$ cat config.mk
export PLATFORM = sky130hd
export DESIGN_NAME = pixl_transmit_flat
export DESIGN_NICKNAME = d
export VERILOG_FILES = /design/src/rtl/pixl_transmit_if.sv /design/src/rtl/pixl_transmit.sv /design/src/flat_wrapper.sv
export SDC_FILE = /design/constraint.sdc
export NUM_CORES = 1
export LEC_CHECK = 0
export ABC_AREA = 0
export BUFFER_PORTS_ARGS = -buffer_cell sky130_fd_sc_hd__buf_2
export CAP_MARGIN = 5
export CORE_ASPECT_RATIO = 0.6
export CORE_MARGIN = 2
export CORE_UTILIZATION = 50
export DETAILED_ROUTE_END_ITERATION = 6
export PLACE_DENSITY = 0.77
export SETUP_SLACK_MARGIN = 0.5
export SYNTH_ARGS = -nofsm -noshare
export SYNTH_HDL_FRONTEND = slang
export SYNTH_SLANG_ARGS = --single-unit
$ cat constraint.sdc
create_clock -name pixl_clk -period 3.9 [get_ports pixl_clk]
set_clock_uncertainty 0.2 [all_clocks]
set_input_delay 0.585 -clock pixl_clk [delete_from_list [all_inputs] [get_ports pixl_clk]]
set_output_delay 0.585 -clock pixl_clk [all_outputs]
set_load 0.05 [all_outputs]
$ cat src/rtl/pixl_transmit_if.sv
// Line-word handshake between the line source and pixl_transmit.
// A word moves on any rising pixl_clk edge where line_valid && line_ready.
// master = line source, slave = transmitter.
interface pixl_transmit_if #(
  parameter int DATA_WIDTH = 21,
  parameter int LINE_BITS  = 25
);
  logic [(DATA_WIDTH-1)*LINE_BITS-1:0] line_data;
  logic                                line_sof;
  logic                                line_valid;
  logic                                line_ready;

  modport master (output line_data, output line_sof, output line_valid, input line_ready);
  modport slave  (input line_data, input line_sof, input line_valid, output line_ready);
endinterface

$ cat src/rtl/pixl_transmit.sv
// Pixel-link line transmitter: 500-bit line words onto 20 data lanes plus a frame lane, LSB first, gap-free.
// Latency: word accepted at edge E puts its bit 0 on pixl_bit after E and its bit 24 after edge E+24.
// Backpressure: line_ready only on the last bit of a line (or in IDLE); a missing word is sent as an all-zero line.
// Optional build macro PIXL_TX_TESTPAT_EN adds a test_mode input that generates counting-pattern lines internally.
module pixl_transmit #(
  parameter int DATA_WIDTH = 21,
  parameter int LINE_BITS  = 25,
  parameter int LINES      = 500
) (
  input  logic                  pixl_clk,
  input  logic                  rstn,
  input  logic                  tx_en,
`ifdef PIXL_TX_TESTPAT_EN
  input  logic                  test_mode,
`endif
  pixl_transmit_if.slave        line_if,
  output logic [DATA_WIDTH-1:0] pixl_bit,
  output logic [8:0]            line_cnt,
  output logic [15:0]           frame_cnt,
  output logic                  underrun,
  output logic                  sync_err
);

  localparam int NLANE = DATA_WIDTH - 1;
  localparam int WORD  = NLANE * LINE_BITS;
  localparam int BCW   = $clog2(LINE_BITS);

  typedef enum logic {IDLE, RUN} state_t;

  state_t           state_q, state_d;
  logic [WORD-1:0]  sr_q;
  logic [BCW-1:0]   bit_cnt_q;
  logic [8:0]       line_cnt_q;
  logic [15:0]      frame_cnt_q;
  logic             underrun_q, sync_err_q;

  logic             boundary, last_line, tm, rdy;
  logic [8:0]       line_nxt;
  logic             ld, frame_inc, sync_err_d, underrun_d;
  logic [WORD-1:0]  ld_word;
  logic [8:0]       ld_line;

  // Bit 0 of every lane, i.e. the bits that go on the pins next.
  function automatic logic [NLANE-1:0] lane_lsb(input logic [WORD-1:0] w);
    logic [NLANE-1:0] r;
    r = '0;
    for (int i = 0; i < NLANE; i++) r[i] = w[i*LINE_BITS];
    return r;
  endfunction

  // Every lane shifted right by one independently, zero filled at the top.
  function automatic logic [WORD-1:0] lane_shift(input logic [WORD-1:0] w);
    logic [WORD-1:0] r;
    r = '0;
    for (int i = 0; i < NLANE; i++)
      r[i*LINE_BITS +: LINE_BITS] = {1'b0, w[i*LINE_BITS+1 +: LINE_BITS-1]};
    return r;
  endfunction

`ifdef PIXL_TX_TESTPAT_EN
  // Counting pattern: lane i of line ln carries ln*NLANE + i, truncated to a lane.
  function automatic logic [WORD-1:0] pattern(input logic [8:0] ln);
    logic [WORD-1:0] r;
    r = '0;
    for (int i = 0; i < NLANE; i++)
      r[i*LINE_BITS +: LINE_BITS] = LINE_BITS'(32'(ln) * 32'(NLANE) + 32'(i));
    return r;
  endfunction

  assign tm = test_mode;
`else
  assign tm = 1'b0;
`endif

  assign boundary  = (bit_cnt_q == BCW'(LINE_BITS - 1));
  assign last_line = (line_cnt_q == 9'(LINES - 1));
  assign line_nxt  = last_line ? 9'd0 : line_cnt_q + 9'd1;

  // State register.
  always_ff @(posedge pixl_clk or negedge rstn) begin
    if (!rstn) state_q <= IDLE;
    else       state_q <= state_d;
  end

  // Next state, handshake and per-line load decisions.
  always_comb begin
    state_d    = state_q;
    rdy        = 1'b0;
    ld         = 1'b0;
    ld_word    = line_if.line_data;
    ld_line    = 9'd0;
    frame_inc  = 1'b0;
    sync_err_d = 1'b0;
    underrun_d = 1'b0;
    case (state_q)
      IDLE: begin
        rdy = tx_en && !tm;
`ifdef PIXL_TX_TESTPAT_EN
        if (tm && tx_en) begin
          state_d   = RUN;
          ld        = 1'b1;
          ld_word   = pattern(9'd0);
          frame_inc = 1'b1;
        end else
`endif
        if (rdy && line_if.line_valid) begin
          // Only a start-of-frame word may open a frame; anything else is dropped.
          if (line_if.line_sof) begin
            state_d   = RUN;
            ld        = 1'b1;
            frame_inc = 1'b1;
          end else begin
            sync_err_d = 1'b1;
          end
        end
      end
      RUN: begin
        if (boundary) begin
          if (last_line && !tx_en) begin
            state_d = IDLE;
          end else begin
            rdy       = !tm;
            ld        = 1'b1;
            ld_line   = line_nxt;
            frame_inc = last_line;
`ifdef PIXL_TX_TESTPAT_EN
            if (tm) ld_word = pattern(line_nxt); else
`endif
            if (line_if.line_valid) begin
              // Misplaced sof is flagged but the word still goes out as the counted line.
              sync_err_d = line_if.line_sof != (line_nxt == 9'd0);
            end else begin
              ld_word    = '0;
              underrun_d = 1'b1;
            end
          end
        end
      end
      default: state_d = IDLE;
    endcase
  end

  // Shift registers, pin flops and counters.
  always_ff @(posedge pixl_clk or negedge rstn) begin
    if (!rstn) begin
      pixl_bit    <= '0;
      sr_q        <= '0;
      bit_cnt_q   <= '0;
      line_cnt_q  <= '0;
      frame_cnt_q <= '0;
      underrun_q  <= 1'b0;
      sync_err_q  <= 1'b0;
    end else begin
      underrun_q <= underrun_d;
      sync_err_q <= sync_err_d;
      if (frame_inc) frame_cnt_q <= frame_cnt_q + 16'd1;
      if (ld) begin
        pixl_bit   <= {ld_line == 9'd0, lane_lsb(ld_word)};
        sr_q       <= lane_shift(ld_word);
        bit_cnt_q  <= '0;
        line_cnt_q <= ld_line;
      end else if (state_q == RUN && state_d == RUN) begin
        pixl_bit  <= {1'b0, lane_lsb(sr_q)};
        sr_q      <= lane_shift(sr_q);
        bit_cnt_q <= bit_cnt_q + BCW'(1);
      end else begin
        pixl_bit   <= '0;
        sr_q       <= '0;
        bit_cnt_q  <= '0;
        line_cnt_q <= '0;
      end
    end
  end

  // Ready is forced low while reset is held so every output drops with rstn.
  assign line_if.line_ready = rdy && rstn;
  assign line_cnt           = line_cnt_q;
  assign frame_cnt          = frame_cnt_q;
  assign underrun           = underrun_q;
  assign sync_err           = sync_err_q;

endmodule

$ cat src/flat_wrapper.sv
// flat-port wrapper written by rule: the top's interface ports become plain ports
module pixl_transmit_flat 
#(
  parameter int DATA_WIDTH = 21,
  parameter int LINE_BITS  = 25,
  parameter int LINES      = 500
)
  (pixl_clk, rstn, tx_en, pixl_bit, line_cnt, frame_cnt, underrun, sync_err, line_if_line_data, line_if_line_sof, line_if_line_valid, line_if_line_ready);
  pixl_transmit_if #(.DATA_WIDTH(DATA_WIDTH), .LINE_BITS(LINE_BITS)) line_if_i ();
  input  logic pixl_clk;
  input  logic rstn;
  input  logic tx_en;
  output logic [DATA_WIDTH-1:0] pixl_bit;
  output logic [8:0] line_cnt;
  output logic [15:0] frame_cnt;
  output logic underrun;
  output logic sync_err;
  input wire logic [$bits(line_if_i.line_data)-1:0] line_if_line_data;
  input wire logic [$bits(line_if_i.line_sof)-1:0] line_if_line_sof;
  input wire logic [$bits(line_if_i.line_valid)-1:0] line_if_line_valid;
  output wire logic [$bits(line_if_i.line_ready)-1:0] line_if_line_ready;
  assign line_if_i.line_data = line_if_line_data;
  assign line_if_i.line_sof = line_if_line_sof;
  assign line_if_i.line_valid = line_if_line_valid;
  assign line_if_line_ready = line_if_i.line_ready;
  pixl_transmit #(.DATA_WIDTH(DATA_WIDTH), .LINE_BITS(LINE_BITS), .LINES(LINES)) u_core (.pixl_clk(pixl_clk), .rstn(rstn), .tx_en(tx_en), .line_if(line_if_i), .pixl_bit(pixl_bit), .line_cnt(line_cnt), .frame_cnt(frame_cnt), .underrun(underrun), .sync_err(sync_err));
endmodule
Word level (Yosys, flattened, before mapping)
Cells that the tools add are included.
{"block": "word_totals", "ff_bits": 554, "input_bits": 505, "output_inout_bits": 49, "wordCells": 60}
{"block": "classes", "add_sub_neg": 3, "eq_ne": 4, "muxes": 37, "bitwise_logic": 1, "reduce_logical": 7}
{"op": "500-bit 2-to-1 mux", "n": 4}
{"op": "499-bit 2-to-1 mux", "n": 2}
{"op": "9-bit 2-to-1 mux", "n": 6}
{"op": "21-bit 2-to-1 mux", "n": 1}
{"op": "20-bit 2-to-1 mux", "n": 1}
{"op": "9-bit zero test", "n": 2}
{"op": "16-bit by 1-bit adder with 16-bit output, second input constant", "n": 1}
{"op": "1-bit 2-to-1 mux", "n": 16}
{"op": "5-bit 2-to-1 mux", "n": 2}
{"op": "1-bit one-hot mux with 2 select lines", "n": 5}
{"op": "9-bit by 1-bit adder with 9-bit output, second input constant", "n": 1}
{"op": "9-bit equality test, second input constant", "n": 1}
{"op": "5-bit by 1-bit adder with 5-bit output, second input constant", "n": 1}
{"op": "5-bit equality test, second input constant", "n": 1}
{"op": "1-bit logical AND", "n": 4}
{"op": "2-bit by 1-bit inequality test with 1-bit output, second input constant", "n": 1}
{"op": "1-bit zero test", "n": 1}
{"op": "1-bit inequality test", "n": 1}
{"op": "1-bit NOT", "n": 1}

Logic depth before layout (Yosys ltp)
Gate-level depths: netlist of run 1.
{"block": "depth", "depth_word": 8, "mapped_depth": 9, "ltp_nobuf": 7}

Worst setup path after synthesis of run 1
OpenSTA, ideal clock, no wires.
{"block": "synth_path", "kind": "register to output", "start": "reg u_core.line_cnt_q[0] (netlist: u_core.line_cnt[0])", "end": "out line_if_line_ready", "t_arrival_ps": 1991, "path_slack_ps": 1124, "path_stages_with_launch": 5, "n_path_buf": 0, "cell_sequence": "dfrtp_1 -> ha_1 -> and4bb_4 -> a311oi_4 -> o21a_1"}
{"block": "synth_via", "elab_chain_len": 6}
{"element": "start, declared", "line": "pixl_transmit.sv:33", "rtl": "logic [8:0] line_cnt_q;"}
{"element": "start signal, assigned", "line": "pixl_transmit.sv:161", "rtl": "line_cnt_q <= ld_line;"}
{"element": "9-bit equality test", "line": "pixl_transmit.sv:76", "rtl": "assign last_line = (line_cnt_q == 9'(LINES - 1));"}
{"element": "1-bit logical AND", "line": "pixl_transmit.sv:119", "rtl": "if (last_line && !tx_en) begin"}
{"element": "1-bit 2-to-1 mux", "line": "pixl_transmit.sv:119"}
{"element": "1-bit 2-to-1 mux", "line": "pixl_transmit.sv:118", "rtl": "if (boundary) begin"}
{"element": "1-bit one-hot mux with 2 select lines", "line": "pixl_transmit.sv:95", "rtl": "case (state_q)"}
{"element": "1-bit logical AND", "line": "pixl_transmit.sv:176", "rtl": "assign line_if.line_ready = rdy && rstn;"}
{"element": "end, declared", "line": "flat_wrapper.sv:21", "rtl": "output wire logic [$bits(line_if_i.line_ready)-1:0] line_if_line_ready;"}
Every way passes these cells.

Final worst setup path of run 1
Ends and elaborated chain as after synthesis.

==> results of run 1 <==
==> registers in the layout, summed over array words and instances, names as in the netlist <==
name / count
u_core.bit_cnt_q: 5
u_core.state_q: 1
u_core.underrun: 1
u_core.frame_cnt: 16
u_core.sr_q: 480
u_core.pixl_bit: 21
u_core.line_cnt: 9
u_core.sync_err: 1
==> worst max path at each step <==
| stage | start | to | slack (ns) | cells after the start |
|---|---|---|---|---|
| floorplan | u_core.line_cnt[0] | line_if_line_ready | 1.12 | 4 |
| global placement | u_core.line_cnt[0] | u_core.sr_q[200] | 0.98 | 7 |
| detailed placement | u_core.line_cnt[0] | u_core.sr_q[205] | 0.83 | 7 |
| CTS | u_core.line_cnt[0] | line_if_line_ready | 0.62 | 5 |
| global route | u_core.line_cnt[0] | line_if_line_ready | 0.55 | 5 |
| finish | u_core.line_cnt[0] | line_if_line_ready | 0.63 | 5 |
==> metrics by stage <==
step,hold slack [ns],area [um2]
floorplan,0.0894,20600
global placement,0.250,23000
detailed placement,0.257,23000
CTS,0.000708,24700
global route,0.00358,24700
finish,0.0332,24700
==> logic make-up (layout without fill, tap and decap cells) <==
group | after synthesis | after routing
simple gates | 110 | 110
flops | 534 | 534
mux | 1 | 1
other cells | 0 | 12
xor+xnor | 19 | 19
buf+inv | 123 | 676
fa+ha+maj | 4 | 4
compound gates | 518 | 518
==> timing repair <==
item	CTS	global route
buffers inserted	0	0
hold buffers	5	0
endpoints found under the hold margin	41	0
==> layer usage <==
layer | up-vias | track usage [%] | wire [um]
li1 | 6013 | - | -
met1 | 6914 | 33.0 | 22100
met2 | 473 | 38.5 | 25400
met3 | 105 | 5.26 | 3170
met4 | 8 | 6.97 | 1210
met5 | - | 0 | 50
==> power breakdown <==
part / internal (mW) / total [mW] / switching [mW]
logic: 0.925 / 1.96 / 1.04
clock network: 2.71 / 4.82 / 2.11
registers: 6.22 / 6.53 / 0.304
total: 9.86 / 13.3 / 3.45
==> cells in the final DEF, fill, tap and decap left out, types with 4 or more instances in the layout <==
| master | netlist | routed |
|---|---|---|
| sky130_fd_sc_hd__buf_2 | 4 | 552 |
| sky130_fd_sc_hd__dfrtp_1 | 534 | 534 |
| sky130_fd_sc_hd__a22o_2 | 379 | 379 |
| sky130_fd_sc_hd__a22o_1 | 102 | 102 |
| sky130_fd_sc_hd__clkbuf_16 | 0 | 50 |
| sky130_fd_sc_hd__and2_1 | 20 | 20 |
| sky130_fd_sc_hd__nand3_1 | 18 | 18 |
| sky130_fd_sc_hd__nand2_1 | 16 | 16 |
| sky130_fd_sc_hd__nor2_1 | 15 | 15 |
| sky130_fd_sc_hd__xnor2_1 | 15 | 15 |
| sky130_fd_sc_hd__o21ai_0 | 13 | 13 |
| sky130_fd_sc_hd__buf_4 | 1 | 13 |
| sky130_fd_sc_hd__diode_2 | 0 | 12 |
| sky130_fd_sc_hd__buf_12 | 53 | 12 |
| sky130_fd_sc_hd__nand4_1 | 11 | 11 |
| sky130_fd_sc_hd__and3_1 | 8 | 8 |
| sky130_fd_sc_hd__clkinv_2 | 0 | 8 |
| sky130_fd_sc_hd__clkbuf_8 | 1 | 8 |
| sky130_fd_sc_hd__inv_1 | 7 | 7 |
| sky130_fd_sc_hd__clkbuf_1 | 46 | 7 |
| sky130_fd_sc_hd__clkinvlp_4 | 0 | 5 |
| sky130_fd_sc_hd__dlygate4sd3_1 | 0 | 5 |
| sky130_fd_sc_hd__xor2_1 | 4 | 4 |
| sky130_fd_sc_hd__ha_1 | 4 | 4 |
==> cell type report <==
type                    instances  area (um2)  share of cell area, %
flip-flops and latches        534       13400                   54.1
inverters                       7        26.3                  0.106
multi-input cells             652        5830                   23.6
clock inverters                21         219                  0.887
diodes                         12        30.0                  0.122
well taps                     531         664                   2.69
repair buffers                583        3170                   12.8
clock buffers                  65        1390                   5.62
==> impl_metrics.csv, run 1 <==
group,metric,value,unit
run_status,run_status,"finished clean",
timing,max_freq,306,MHz
logic_synthesis,number_of_synthesized_register_bits,534,
cells_and_area,final_core_occ,60.8,%
cells_and_area,area_growth_syn_to_layout,19.8,%
clock_network,tritoncts,"built",
logic_synthesis,synth-compound-area-share,24.1,%
clock_network,cts.sink_count,534,
cells_and_area,drive_gt1_share,56.4,%
placement,hpwl_after_detailed_placement,34600,um
logic_synthesis,mappedNetlistNets,1818,
logic_synthesis,synth.yosys.seq_area_share,64.9,%
timing,max_slew.worst_pin.slew,1.08,ns
clock_network,clkTransAtPathRegs,0.07,ns
timing,final_setup_vio_count,0,
critical_path,worst_path_dominant_cell_family,"compound AO/OA/AOI/OAI gates",
timing,drv_slew,0,
logic_synthesis,postSynthAreaPerCell,15.7,um2
critical_path,critPathArrivalTime,2.48,ns
clock_network,cts_inserted_buffers,48,
detailed_routing,route.antenna.remaining_nets,0,
logic_synthesis,yosys_top_cell_by_area,"sky130_fd_sc_hd__dfrtp_1",
floorplanning,io_pins,554,
pwr,power_density,539,nW/um2
pwr,peakVddDrop,0.431,mV
detailed_routing,firstDrtPassIters,5,
min_path,hold_path_startpoint,"line_if_line_data[99]",
pwr,total_power,13.3,mW
grt,antenna_found_initial,17,
logic_synthesis,top_reg_cell_synth,"sky130_fd_sc_hd__dfrtp_1",
floorplanning,core-area,40600,um2
floorplanning,initial_core_util,50.8,%
logic_synthesis,synth_enable_flop_cells,0,
logic_synthesis,post_synth_and_or_nand_nor_area_fraction,3.07,%
logic_synthesis,yosys-top-cells-count,"sky130_fd_sc_hd__dfrtp_1, sky130_fd_sc_hd__a22o_2, sky130_fd_sc_hd__a22o_1",
critical_path,regToRegEndpoint,"u_core.sr_q[205]",
floorplanning,fp.dieArea,42900,um2
grt,grt_first_pass_wirelength,79900,um
grt,grtUsageTotal,23.9,%
logic_synthesis,async_reset_ff_share,100,%
logic_synthesis,synthDominantCellAreaShare,64.9,%
detailed_routing,routed_via_density,5.62,
placement,placedCellCount,2302,
detailed_routing,routed_wirelength_normalized_by_instance_count,21.6,um
logic_synthesis,post_synth_mux_area_share,0.0547,%
critical_path,critical_path.startpoint_type,"register",
logic_synthesis,synth_xor_area_share,0.808,%
timing,setup_repair_after_global_routing_missed_its_margin,"no",
clock_network,cts-root-buf,"sky130_fd_sc_hd__clkbuf_16",
pwr,p_leak,12.8,nW
logic_synthesis,mappedNetlistArea,20600,um2
floorplanning,die_h,161,um
detailed_routing,drt_iter0_drc,1435,
min_path,worst_hold_depth,2,
critical_path,worstRegToRegCells,7,
critical_path,critical-path-slowest-cell,"sky130_fd_sc_hd__dfrtp_1",
clock_network,worst_skew_pair.late_latency,0.56,ns
timing,fin_crit_sh,83.7,%
cells_and_area,post_layout_nonfiller_instances,2405,
logic_synthesis,netlist_top_cells_area,"sky130_fd_sc_hd__dfrtp_1, sky130_fd_sc_hd__a22o_2, sky130_fd_sc_hd__buf_12",
grt,largest_net_degree_at_the_start_of_global_routing,173,
logic_synthesis,syn_inst,1309,
min_path,holdPathEnd,"u_core.sr_q[98]",
cells_and_area,num-nets-final,2335,
critical_path,critical_path_buf_inv_count,1,
critical_path,ff2ff_setup_slack,0.78,ns
logic_synthesis,most_common_cell_in_the_netlist,"sky130_fd_sc_hd__dfrtp_1",
critical_path,worst_r2r_startpoint,"u_core.line_cnt[0]",
clock_network,cts-htree-levels,2,
logic_synthesis,synthAdderAreaFrac,0.243,%
critical_path,end_kind,"output port",
placement,detailedPlace.worstSlack,0.834,ns
timing,period_minus_slack,3.27,ns
logic_synthesis,main_combinational_cell_family_by_area_after_synthesis,"compound AO/OA/AOI/OAI gates",
clock_network,ctsResizeCount,0,
critical_path,timing.critical_path.fanout_max,9,
critical_path,cp_slowest_stage_delay,0.48,ns
timing,setup-tns-final,0,ns
logic_synthesis,netlist-cell-type-count,55,
detailed_routing,drc_markers,0,
detailed_routing,detailroute.via_count,13513,
critical_path,path_class,"register to output port",
floorplanning,placementRows,57,
cells_and_area,n_fill_cell,3128,
timing,timing.final.ws_setup,0.634,ns
min_path,hold_path_class,"input pin to register",
grt,grt-ovfl-total,0,
timing,timing.slew.headroom,27.7,%
critical_path,worst-endpoint-required,3.12,ns
placement,gp_routability_congestion,0.895,
logic_synthesis,yosys_warnings,0,
placement,portBuffers,553,
clock_network,cts_buffer_depth,3,
floorplanning,die_width,266,um
grt,grt_pass1_vias,14007,
job,drv.max_cap_violation_count,0,
critical_path,path_cells,"ha_1, and4bb_4, a311oi_4, o21a_1, buf_2",
timing,final-hold-violation-count,0,
detailed_routing,drt_wl_total,51900,um
No activity file was read; power rests on OpenSTA's default activity.
==> inputs of run 2 (changes only) <==
--- a/config.mk
+++ b/config.mk
@@ -10,9 +10,9 @@
 export CAP_MARGIN = 5
 export CORE_ASPECT_RATIO = 0.6
 export CORE_MARGIN = 2
-export CORE_UTILIZATION = 50
+export CORE_UTILIZATION = 47
 export DETAILED_ROUTE_END_ITERATION = 6
-export PLACE_DENSITY = 0.77
+export PLACE_DENSITY = 0.75
 export SETUP_SLACK_MARGIN = 0.5
 export SYNTH_ARGS = -nofsm -noshare
 export SYNTH_HDL_FRONTEND = slang
==> constraint.sdc (replaced) <==
create_clock -name pixl_clk -period 2.73 [get_ports pixl_clk]
set_clock_uncertainty 0.2 [all_clocks]
set_input_delay 0.4095 -clock pixl_clk [delete_from_list [all_inputs] [get_ports pixl_clk]]
set_output_delay 0.4095 -clock pixl_clk [all_outputs]
set_load 0.05 [all_outputs]
==> run 2 against run 1 <==
- design area rose by 36%
- sequential power grew 45%
- core utilization is 17 points higher
- critical endpoint is now u_core.sr_q[36]
- largest cell class unchanged
- largest power group unchanged
==> impl_metrics.csv, run 2 (synthesized netlist as in run 1, its figures left out) <==
group,metric,value,unit
cells_and_area,n_fill_cell,2232,
placement,placedCellCount,2373,
clock_network,clkTransAtPathRegs,0.07,ns
grt,antenna_found_initial,10,
critical_path,ff2ff_setup_slack,0.03,ns
cells_and_area,most_flops_register,"u_core.sr_q",
timing,max_slew.worst_pin.slew,0.938,ns
min_path,holdPathEnd,"u_core.sync_err",
critical_path,worst-endpoint-required,3.01,ns
cells_and_area,final_common_cell,"sky130_fd_sc_hd__buf_2",
grt,grt_util_met3,6.77,%
placement,post_placement_cell_area,23400,um2
critical_path,worstRegToRegCells,13,
critical_path,regToRegEndpoint,"u_core.sr_q[36]",
cells_and_area,postLayoutCellArea,33600,um2
timing,fin_crit_sh,99.1,%
critical_path,timing.critical_path.from,"u_core.line_cnt[1]",
critical_path,worst_path_dominant_cell_family,"buffers and inverters",
timing,final-hold-violation-count,0,
clock_network,worst_skew_pair.late_latency,0.56,ns
critical_path,worst_r2r_startpoint,"u_core.line_cnt[1]",
critical_path,end_kind,"register",
min_path,hold_path_startpoint,"line_if_line_valid",
detailed_routing,drc_markers,0,
cells_and_area,largest_reg_flops,480,
grt,met1_usage,40.6,%
cells_and_area,multiInputGateArea,6870,um2
grt,gr-max-usage-layer,"met2",
cells_and_area,sequential_cell_area,13400,um2
run_status,run_status,"finished clean",
grt,grtUsageTotal,33.7,%
placement,detailedPlace.worstSlack,0.178,ns
pwr,total_power,21.2,mW
timing,drv_slew,0,
detailed_routing,firstDrtPassIters,6,
detailed_routing,drt_wl_total,84000,um
detailed_routing,detailroute.via_count,18125,
timing,final_setup_vio_count,0,
critical_path,path_cells,"ha_4, and4bb_4, a311oi_4, buf_4, buf_6, nand2_8, nand2_8, buf_12, buf_16, buf_12, buf_4, buf_16, a22o_1",
timing,timing.slew.headroom,37.5,%
detailed_routing,drt_iter0_drc,2048,
cells_and_area,drive_gt1_share,48.4,%
timing,period_minus_slack,2.70,ns
critical_path,critical-path-slowest-cell,"sky130_fd_sc_hd__dfrtp_4",
critical_path,critical_path.startpoint_type,"register",
min_path,worst_hold_depth,3,
floorplanning,initial_core_util,47.6,%
timing,setup_repair_after_global_routing_missed_its_margin,"yes",
placement,gp_routability_congestion,0.900,
cells_and_area,post_layout_nonfiller_instances,3096,
timing,max_freq,370,MHz
clock_network,cts_buffer_depth,3,
critical_path,timing.critical_path.fanout_max,5,
floorplanning,placementRows,59,
timing,timing.final.ws_setup,0.0258,ns
cells_and_area,num-nets-final,2980,
clock_network,cts-root-buf,"sky130_fd_sc_hd__clkbuf_16",
cells_and_area,layout_common_cells,"sky130_fd_sc_hd__buf_2, sky130_fd_sc_hd__dfrtp_1, sky130_fd_sc_hd__dlygate4sd3_1",
grt,grt-ovfl-total,0,
grt,grt_first_pass_wirelength,117000,um
timing,hold-worst-slack,0.130,ns
pwr,p_leak,16.8,nW
floorplanning,io_pins,554,
floorplanning,core-area,43300,um2
floorplanning,die_h,166,um
pwr,peakVddDrop,0.629,mV
floorplanning,die_width,274,um
placement,portBuffers,553,
pwr,power_density,630,nW/um2
grt,largest_net_degree_at_the_start_of_global_routing,169,
grt,met2_usage,58.6,%
job,drv.max_cap_violation_count,0,
clock_network,tritoncts,"built",
clock_network,cts_inserted_buffers,48,
floorplanning,fp.dieArea,45600,um2
clock_network,cts.sink_count,534,
min_path,hold_path_class,"input pin to register",
detailed_routing,routed_via_density,5.85,
clock_network,cts-htree-levels,2,
grt,grt_pass1_vias,19366,
placement,hpwl_after_detailed_placement,35400,um
critical_path,critPathArrivalTime,2.98,ns
detailed_routing,route.antenna.remaining_nets,0,
critical_path,critical_path_buf_inv_count,7,
critical_path,cp_slowest_stage_delay,0.50,ns
cells_and_area,area_growth_syn_to_layout,63.2,%
critical_path,path_class,"register to register",
detailed_routing,routed_wirelength_normalized_by_instance_count,27.1,um
[run 2: worst max path at each step]
| stage | depth (start not counted) | end | slack, ns |
|---|---|---|---|
| 3_3_place_gp | 8 | u_core.sr_q[145] | 0.27 |
| 3_5_place_dp | 8 | u_core.sr_q[79] | 0.18 |
| 5_1_grt | 14 | u_core.sr_q[51] | -0.003 |
| 2_1_floorplan | 7 | u_core.frame_cnt[15] | 0.52 |
| 4_1_cts | 5 | line_if_line_ready | 0.08 |
| 6_report | 13 | u_core.sr_q[36] | 0.03 |
[run 2: worst min-delay path, stage by stage]
cell	delay, ns
sky130_fd_sc_hd__buf_2	0.19
sky130_fd_sc_hd__nand4_1	0.11
sky130_fd_sc_hd__o211ai_1	0.12
[run 2: metrics by stage]
| stage | utilization [%] | TNS, ns |
|---|---|---|
| 2_1_floorplan | - | 0 |
| 3_3_place_gp | 54.0 | 0 |
| 3_5_place_dp | 54.0 | 0 |
| 4_1_cts | 75.8 | 0 |
| 5_1_grt | 77.7 | -0.00261 |
| 6_report | 77.7 | 0 |
[run 2: layout make-up]
type / count / area share (%)
Inverter: 7 / 0.0781
Antenna cell: 11 / 0.0819
Sequential cell: 534 / 39.8
Tap cell: 579 / 2.15
Multi-Input combinational cell: 653 / 20.4
Clock buffer: 69 / 4.26
Timing Repair Buffer: 1227 / 32.7
Clock inverter: 16 / 0.521
[run 2: layer usage]
| layer | vias to the layer above | share of wire [%] |
|---|---|---|
| met5 | - | 0 |
| met4 | 0 | 6.3 |
| met3 | 383 | 8.0 |
| met2 | 1254 | 51 |
| met1 | 9143 | 35 |
| li1 | 7345 | - |
[run 2: report_power, final]
group | internal (mW) | switching, mW
Clock | 3.94 | 3.25
Sequential | 8.89 | 0.610
Combinational | 2.35 | 2.13
Total | 15.2 | 5.99
[run 2: repair_timing]
item | in CTS | in global routing
resized for setup | 172 | 85
buffers inserted | 57 | 13
cloned | 46 | 7
pin swaps | 9 | 13
endpoints found under the hold margin | 645 | 0
hold buffers | 504 | 0
setup endpoints to repair | 516 | 519
